<file path="src/rtl/counter_updown_param_if.sv">
// Bus bundle for counter_updown_param: the step/mode/load controls coming in
// and the count, direction and boundary flags going out.
// The master side drives the controls; the slave side is the counter itself.
interface counter_updown_param_if #(
    parameter int WIDTH = 3
);
    logic             x;
    logic [1:0]       mode;
    logic             load;
    logic [WIDTH-1:0] load_val;
    logic [WIDTH-1:0] state;
    logic             dir;
    logic             at_max;
    logic             at_min;
    logic             turn;

    modport master (
        output x, mode, load, load_val,
        input  state, dir, at_max, at_min, turn
    );

    modport slave (
        input  x, mode, load, load_val,
        output state, dir, at_max, at_min, turn
    );
endinterface

</file>
<file path="src/rtl/counter_updown_param.sv">
// counter_updown_param: parameterised up/down counter stepped by rising edges
// of x. Modes: bounce between 0 and MAX_VAL, wrap up, wrap down, or hold.
// A synchronous load (clamped to MAX_VAL) overrides a coincident step.
// Optional macro COUNTER_UPDOWN_SYNC_X_EN inserts a 2-flop synchroniser on x,
// stretching the step latency from 2 to 4 clock edges.
module counter_updown_param #(
    parameter int WIDTH   = 3,
    parameter int MAX_VAL = (2 ** WIDTH) - 1
) (
    input  logic                  clk,
    input  logic                  rst,
    counter_updown_param_if.slave bus
);

    typedef enum logic [1:0] {
        MODE_BOUNCE    = 2'b00,
        MODE_WRAP_UP   = 2'b01,
        MODE_WRAP_DOWN = 2'b10,
        MODE_HOLD      = 2'b11
    } modeE;

    localparam logic [WIDTH-1:0] MAX_V = WIDTH'(MAX_VAL);

    logic [WIDTH-1:0] r_state;
    logic             r_dir;
    logic             r_turn;
    logic             r_xReg;
    logic             r_xTrig;
    logic             w_xIn;
    modeE             w_mode;
    logic [WIDTH-1:0] w_nextState;
    logic             w_nextDir;
    logic             w_nextTurn;

    assign w_mode = modeE'(bus.mode);

`ifdef COUNTER_UPDOWN_SYNC_X_EN
    logic r_sync1;
    logic r_sync2;

    // Two-flop synchroniser so an asynchronous x cannot go metastable into the edge detector
    always_ff @(posedge clk or negedge rst) begin
        if (!rst) begin
            r_sync1 <= 1'b0;
            r_sync2 <= 1'b0;
        end else begin
            r_sync1 <= bus.x;
            r_sync2 <= r_sync1;
        end
    end

    assign w_xIn = r_sync2;
`else
    assign w_xIn = bus.x;
`endif

    // Rising-edge detector: r_xTrig is a single-cycle request per low-to-high transition
    always_ff @(posedge clk or negedge rst) begin
        if (!rst) begin
            r_xReg  <= 1'b0;
            r_xTrig <= 1'b0;
        end else begin
            r_xReg  <= w_xIn;
            r_xTrig <= w_xIn & ~r_xReg;
        end
    end

    // Next count, direction and turn pulse; load beats a step, hold discards steps
    always_comb begin
        w_nextState = r_state;
        w_nextDir   = r_dir;
        w_nextTurn  = 1'b0;
        if (bus.load) begin
            w_nextState = (bus.load_val > MAX_V) ? MAX_V : bus.load_val;
        end else if (r_xTrig) begin
            case (w_mode)
                MODE_BOUNCE: begin
                    if (r_dir) begin
                        if (r_state == MAX_V) begin
                            w_nextState = MAX_V - 1'b1;
                            w_nextDir   = 1'b0;
                            w_nextTurn  = 1'b1;
                        end else begin
                            w_nextState = r_state + 1'b1;
                        end
                    end else begin
                        if (r_state == '0) begin
                            w_nextState = {{(WIDTH-1){1'b0}}, 1'b1};
                            w_nextDir   = 1'b1;
                            w_nextTurn  = 1'b1;
                        end else begin
                            w_nextState = r_state - 1'b1;
                        end
                    end
                    // With only the values 0 and 1 every bounce step lands on a bound
                    if (MAX_VAL == 1) begin
                        w_nextTurn = 1'b1;
                    end
                end
                MODE_WRAP_UP: begin
                    w_nextDir = 1'b1;
                    if (r_state == MAX_V) begin
                        w_nextState = '0;
                        w_nextTurn  = 1'b1;
                    end else begin
                        w_nextState = r_state + 1'b1;
                    end
                end
                MODE_WRAP_DOWN: begin
                    w_nextDir = 1'b0;
                    if (r_state == '0) begin
                        w_nextState = MAX_V;
                        w_nextTurn  = 1'b1;
                    end else begin
                        w_nextState = r_state - 1'b1;
                    end
                end
                default: begin
                    w_nextState = r_state;
                end
            endcase
        end
    end

    // Count/direction/turn registers; reset parks at zero counting up
    always_ff @(posedge clk or negedge rst) begin
        if (!rst) begin
            r_state <= '0;
            r_dir   <= 1'b1;
            r_turn  <= 1'b0;
        end else begin
            r_state <= w_nextState;
            r_dir   <= w_nextDir;
            r_turn  <= w_nextTurn;
        end
    end

    assign bus.state  = r_state;
    assign bus.dir    = r_dir;
    assign bus.turn   = r_turn;
    assign bus.at_max = (r_state == MAX_V);
    assign bus.at_min = (r_state == '0);

endmodule

</file>
<file path="src/flat_wrapper.sv">
// flat-port wrapper written by rule: the top's interface ports become plain ports
module counter_updown_param_flat 
#(
    parameter int WIDTH   = 3,
    parameter int MAX_VAL = (2 ** WIDTH) - 1
)
  (clk, rst, bus_x, bus_mode, bus_load, bus_load_val, bus_state, bus_dir, bus_at_max, bus_at_min, bus_turn);
  counter_updown_param_if #(.WIDTH(WIDTH)) bus_i ();
  input  logic clk;
  input  logic rst;
  input wire logic [$bits(bus_i.x)-1:0] bus_x;
  input wire logic [$bits(bus_i.mode)-1:0] bus_mode;
  input wire logic [$bits(bus_i.load)-1:0] bus_load;
  input wire logic [$bits(bus_i.load_val)-1:0] bus_load_val;
  output wire logic [$bits(bus_i.state)-1:0] bus_state;
  output wire logic [$bits(bus_i.dir)-1:0] bus_dir;
  output wire logic [$bits(bus_i.at_max)-1:0] bus_at_max;
  output wire logic [$bits(bus_i.at_min)-1:0] bus_at_min;
  output wire logic [$bits(bus_i.turn)-1:0] bus_turn;
  assign bus_i.x = bus_x;
  assign bus_i.mode = bus_mode;
  assign bus_i.load = bus_load;
  assign bus_i.load_val = bus_load_val;
  assign bus_state = bus_i.state;
  assign bus_dir = bus_i.dir;
  assign bus_at_max = bus_i.at_max;
  assign bus_at_min = bus_i.at_min;
  assign bus_turn = bus_i.turn;
  counter_updown_param #(.WIDTH(WIDTH), .MAX_VAL(MAX_VAL)) u_core (.clk(clk), .rst(rst), .bus(bus_i));
endmodule
</file>
<file path="config.mk">
export PLATFORM = sky130hd
export DESIGN_NAME = counter_updown_param_flat
export DESIGN_NICKNAME = d
export VERILOG_FILES = /design/src/rtl/counter_updown_param_if.sv /design/src/rtl/counter_updown_param.sv /design/src/flat_wrapper.sv
export SDC_FILE = /design/constraint.sdc
export NUM_CORES = 1
export LEC_CHECK = 0
export CORE_MARGIN = 8
export CORE_UTILIZATION = 46
export CTS_BUF_LIST = sky130_fd_sc_hd__clkbuf_16
export CTS_CLUSTER_DIAMETER = 60
export CTS_CLUSTER_SIZE = 30
export DETAILED_ROUTE_END_ITERATION = 12
export PLACE_DENSITY = 0.76
export SYNTH_ARGS = -nofsm -noshare
export SYNTH_HDL_FRONTEND = slang
export SYNTH_SLANG_ARGS = --single-unit
</file>
<file path="constraint.sdc">
create_clock -name clk -period 2.2 [get_ports clk]
set_input_delay 0.44 -clock clk [delete_from_list [all_inputs] [get_ports clk]]
set_output_delay 0.44 -clock clk [all_outputs]
set_load 0.03 [all_outputs]
</file>
==> results of run 1 <==
[registers in the layout, indices dropped and copies added (netlist names)]
signal,cells
u_core.bus.turn,1
u_core.bus.state,3
u_core.r_xTrig,1
u_core.bus.dir,1
u_core.r_xReg,1
[area by class of cell]
cell class	count	area, um2	share of cell area
multi-input cells	52	381.6	0.4505
repair buffers	17	161.4	0.1905
clock inverters	1	3.754	0.004431
flip-flops and latches	7	176.4	0.2083
clock buffers	3	75.07	0.08863
inverters	8	30.03	0.03545
well taps	15	18.77	0.02216
[synthesized netlist by cell type (all sizes together)]
cell type  count  area, um2
ha             9      112.6
inv            8      30.03
dfrtp          6      150.1
nand2          6      22.52
nor2           5      18.77
a21oi          4      20.02
a221o          3      30.03
buf            3      33.78
nor2b          3      18.77
a211oi         2      15.01
a31oi          2      12.51
nand3          2      10.01
nor3           2      10.01
o21ai          2      10.01
a222oi         1      10.01
a22oi          1      7.510
and2b          1      8.760
and3           1      7.510
dfstp          1      26.28
mux2           1      15.01
nand2b         1      6.260
nand4b         1      8.760
nor3b          1      7.510
o21a           1      7.510
o22ai          1      6.260
o31ai          1      7.510
or3            1      6.260
[logic make-up after synthesis]
kind of cell,after synthesis,synth area share
AND/OR/NAND/NOR,24,0.2021
AO/OA/AOI/OAI,18,0.2041
buffers and inverters,11,0.1030
adder cells (fa/ha/maj),9,0.1818
flip-flops,7,0.2848
multiplexers,1,0.02424
[metal layers]
| layer | wire length, um | global-route usage | vias to the layer above | part of all wire |
|---|---|---|---|---|
| met3 | 143 | 0.02557 | 2 | 0.092 |
| met4 | 9 | 0.07759 | 0 | 0.0058 |
| met1 | 640 | 0.1511 | 276 | 0.41 |
| met2 | 753 | 0.1877 | 37 | 0.49 |
| met5 | 0 | 0 | - | 0 |
| li1 | - | - | 288 | - |
[how the worst max path moves through the flow]
stage / startpoint / endpoint / slack [ns] / cells past startpoint
floorplan: u_core.bus.state[0] / u_core.bus.state[0] / 0.23 / 6
global placement: bus_mode[1] / u_core.bus.state[0] / 0.08 / 7
detailed placement: bus_mode[1] / u_core.bus.state[0] / 0.04 / 7
CTS: u_core.bus.state[1] / bus_at_min / 0.1 / 5
global route: u_core.bus.state[1] / bus_at_min / 0.09 / 5
finish: u_core.bus.dir / bus_dir / 0.18 / 1
[layout by cell type (no fill, tap or decap), types with 3 or more instances in the layout]
cell type | synthesis | routed
inv_1 | 8 | 9
ha_1 | 9 | 9
a21oi_1 | 4 | 4
dfrtp_1 | 6 | 6
clkdlybuf4s50_1 | 0 | 13
buf_4 | 0 | 3
clkbuf_16 | 0 | 3
a221o_1 | 3 | 3
nor2_1 | 5 | 5
nand2_1 | 6 | 6
[power groups by stage]
stage / clock (mW) / sequential, mW / combinational (mW)
5_1_grt: 0.320 / 0.165 / 0.249
4_1_cts: 0.304 / 0.163 / 0.229
3_5_place_dp: 0 / 0.164 / 0.228
3_3_place_gp: 0 / 0.164 / 0.226
6_report: 0.303 / 0.164 / 0.231
2_1_floorplan: 0 / 0.181 / 0.136
[per-stage QoR]
stage | utilization | setup WS [ns] | cells | hold slack (ns)
CTS | 0.6573 | 0.09637 | 103 | 0.4003
global placement | 0.5969 | 0.07744 | 99 | 0.3798
finish | 0.6592 | 0.1827 | 103 | 0.3945
detailed placement | 0.5969 | 0.04489 | 99 | 0.3943
floorplan | - | 0.2348 | 70 | 0.1444
global route | 0.6592 | 0.09270 | 103 | 0.4053
==> out/summary.json, run 1 <==
{
  "yosys": {
    "yosysSeqAreaShare": 0.2848,
    "synth.yosys.warnings": 0,
    "synth_area_per_cell_um2": 8.848,
    "synth.lib_cells_used.distinct": 27,
    "synthesis.instances": 70,
    "post_synth_instance_area_um2": 619.3,
    "ys_ff_latch": 7,
    "synth.net_count": 88
  },
  "cells_and_area": {
    "n_fill_cell": 121,
    "final_cell_area_um2": 847.1,
    "nNetsFinal": 107,
    "area.growth.synth_to_final_pct": 36.77,
    "final_layout_size_suffix_gt1_frac": 0.1250,
    "antennaDiodeCount": 0
  },
  "timing": {
    "min_period_ns": 2.017,
    "max_clock_freq_mhz": 495.7,
    "fin_skew_ns": 0.001628,
    "tns_ns": 0,
    "rsz_0062_raised_after_global_routing": "false",
    "timing.final.max_slew_violations": 0,
    "setup_viol_count_final": 0,
    "report.final.hold_viol_count": 0,
    "period_share": 0.9170,
    "max_slew.worst_pin.slew_ns": 0.3206,
    "max_slew_margin": 0.7856
  },
  "worst_setup_path": {
    "ff2ff_setup_slack_ns": 0.42,
    "worstReg2RegStart": "u_core.bus.state[0]",
    "worst-setup-path-type": "reg2out",
    "delay_of_the_slowest_cell_on_the_worst_path_ns": 0.71,
    "cell_depth_of_the_worst_flop_to_flop_path": 6,
    "worstPathRequired_ns": 1.76,
    "cpMaxStageDelayCell": "clkdlybuf4s50_1",
    "critical_path.max_fanout": 10,
    "worst_setup_path_end_kind": "primary output",
    "worst_setup_path_start_kind": "flop",
    "crit_path_cell_trace": "clkdlybuf4s50_1",
    "timing.critical_path.buf_inv": 1,
    "timing.rr.end": "u_core.bus.state[1]",
    "critical_path_arrival_ns": 1.58,
    "critPathTopFamily": "buffers and inverters"
  },
  "cts": {
    "postCtsResizedCells": 1,
    "clock_tree.root_cell": "clkbuf_16",
    "worstSkewPairLatency_ns": 0.23,
    "numCtsBuffers": 3,
    "cts.sinks": 7,
    "cts_buffer_depth": 2,
    "tritoncts_clock_tree": "yes",
    "number_of_h_tree_levels": 1,
    "cts_hold_buf": 0,
    "cts.clk_slew.worst_paths_ns": 0.04,
    "cts_setup_buffers": 0
  },
  "floorplanning": {
    "die_width_um": 52.70,
    "top_level_ports": 16,
    "placement_rows": 13,
    "die_h_um": 52.70,
    "initial_utilization": 0.4820,
    "floorplan.core_area_um2": 1285,
    "die_area_um2": 2777
  },
  "grt": {
    "grt.total_usage": 0.1227,
    "grt_antenna_before_repair": 0,
    "grt_max_degree": 11,
    "global_route_wire_length_before_repair_um": 2649,
    "globalRouteOverflowTotal": 0,
    "grt_pass1_vias": 609
  },
  "hold_path": {
    "holdPathEnd": "u_core.r_xTrig",
    "min-delay-path-class": "reg2reg",
    "timing.hold.worst.start": "u_core.r_xReg",
    "worstHoldPathCells": 1
  },
  "run": {
    "cap_violations": 0
  },
  "power": {
    "p_seq_frac": 0.235,
    "power.combinational.fraction": 0.331,
    "power_frac_clock": 0.435,
    "pwr_density_cell_nw_per_um2": 823.6,
    "intPower_uw": 486.2,
    "irDropWorstVdd_v": 0.0003775,
    "p_sw_frac": 0.3030,
    "totalPowerFinal_uw": 697.6,
    "power.net_switching_uw": 211.4,
    "p_leak_nw": 0.3926
  },
  "detailed_routing": {
    "detailedRoute.firstPassIterationCount": 4,
    "postRouteAntennaNets": 0,
    "route.detailed.wl_per_inst_um": 15.01,
    "route.detailed.drc": 0,
    "drt_wl_total_um": 1546,
    "drt-vias-per-instance": 5.854,
    "drt_first_iter_violations": 34,
    "routed-via-count": 603
  },
  "place": {
    "placement.io_buffers": 15,
    "gp_routability_congestion": 0.8237,
    "post-dp-hpwl_um": 1150,
    "dpl_cell_area_um2": 767.0
  },
  "outcome": {
    "status": "finished clean"
  }
}
Power figures use the tool's default switching activity.
==> run 2, diff against run 1 <==
HOLD_SLACK_MARGIN = 0.02   (was unset)
==> results of run 2 <==
No change in the layout: final DEF, timing and power equal those of run 1.
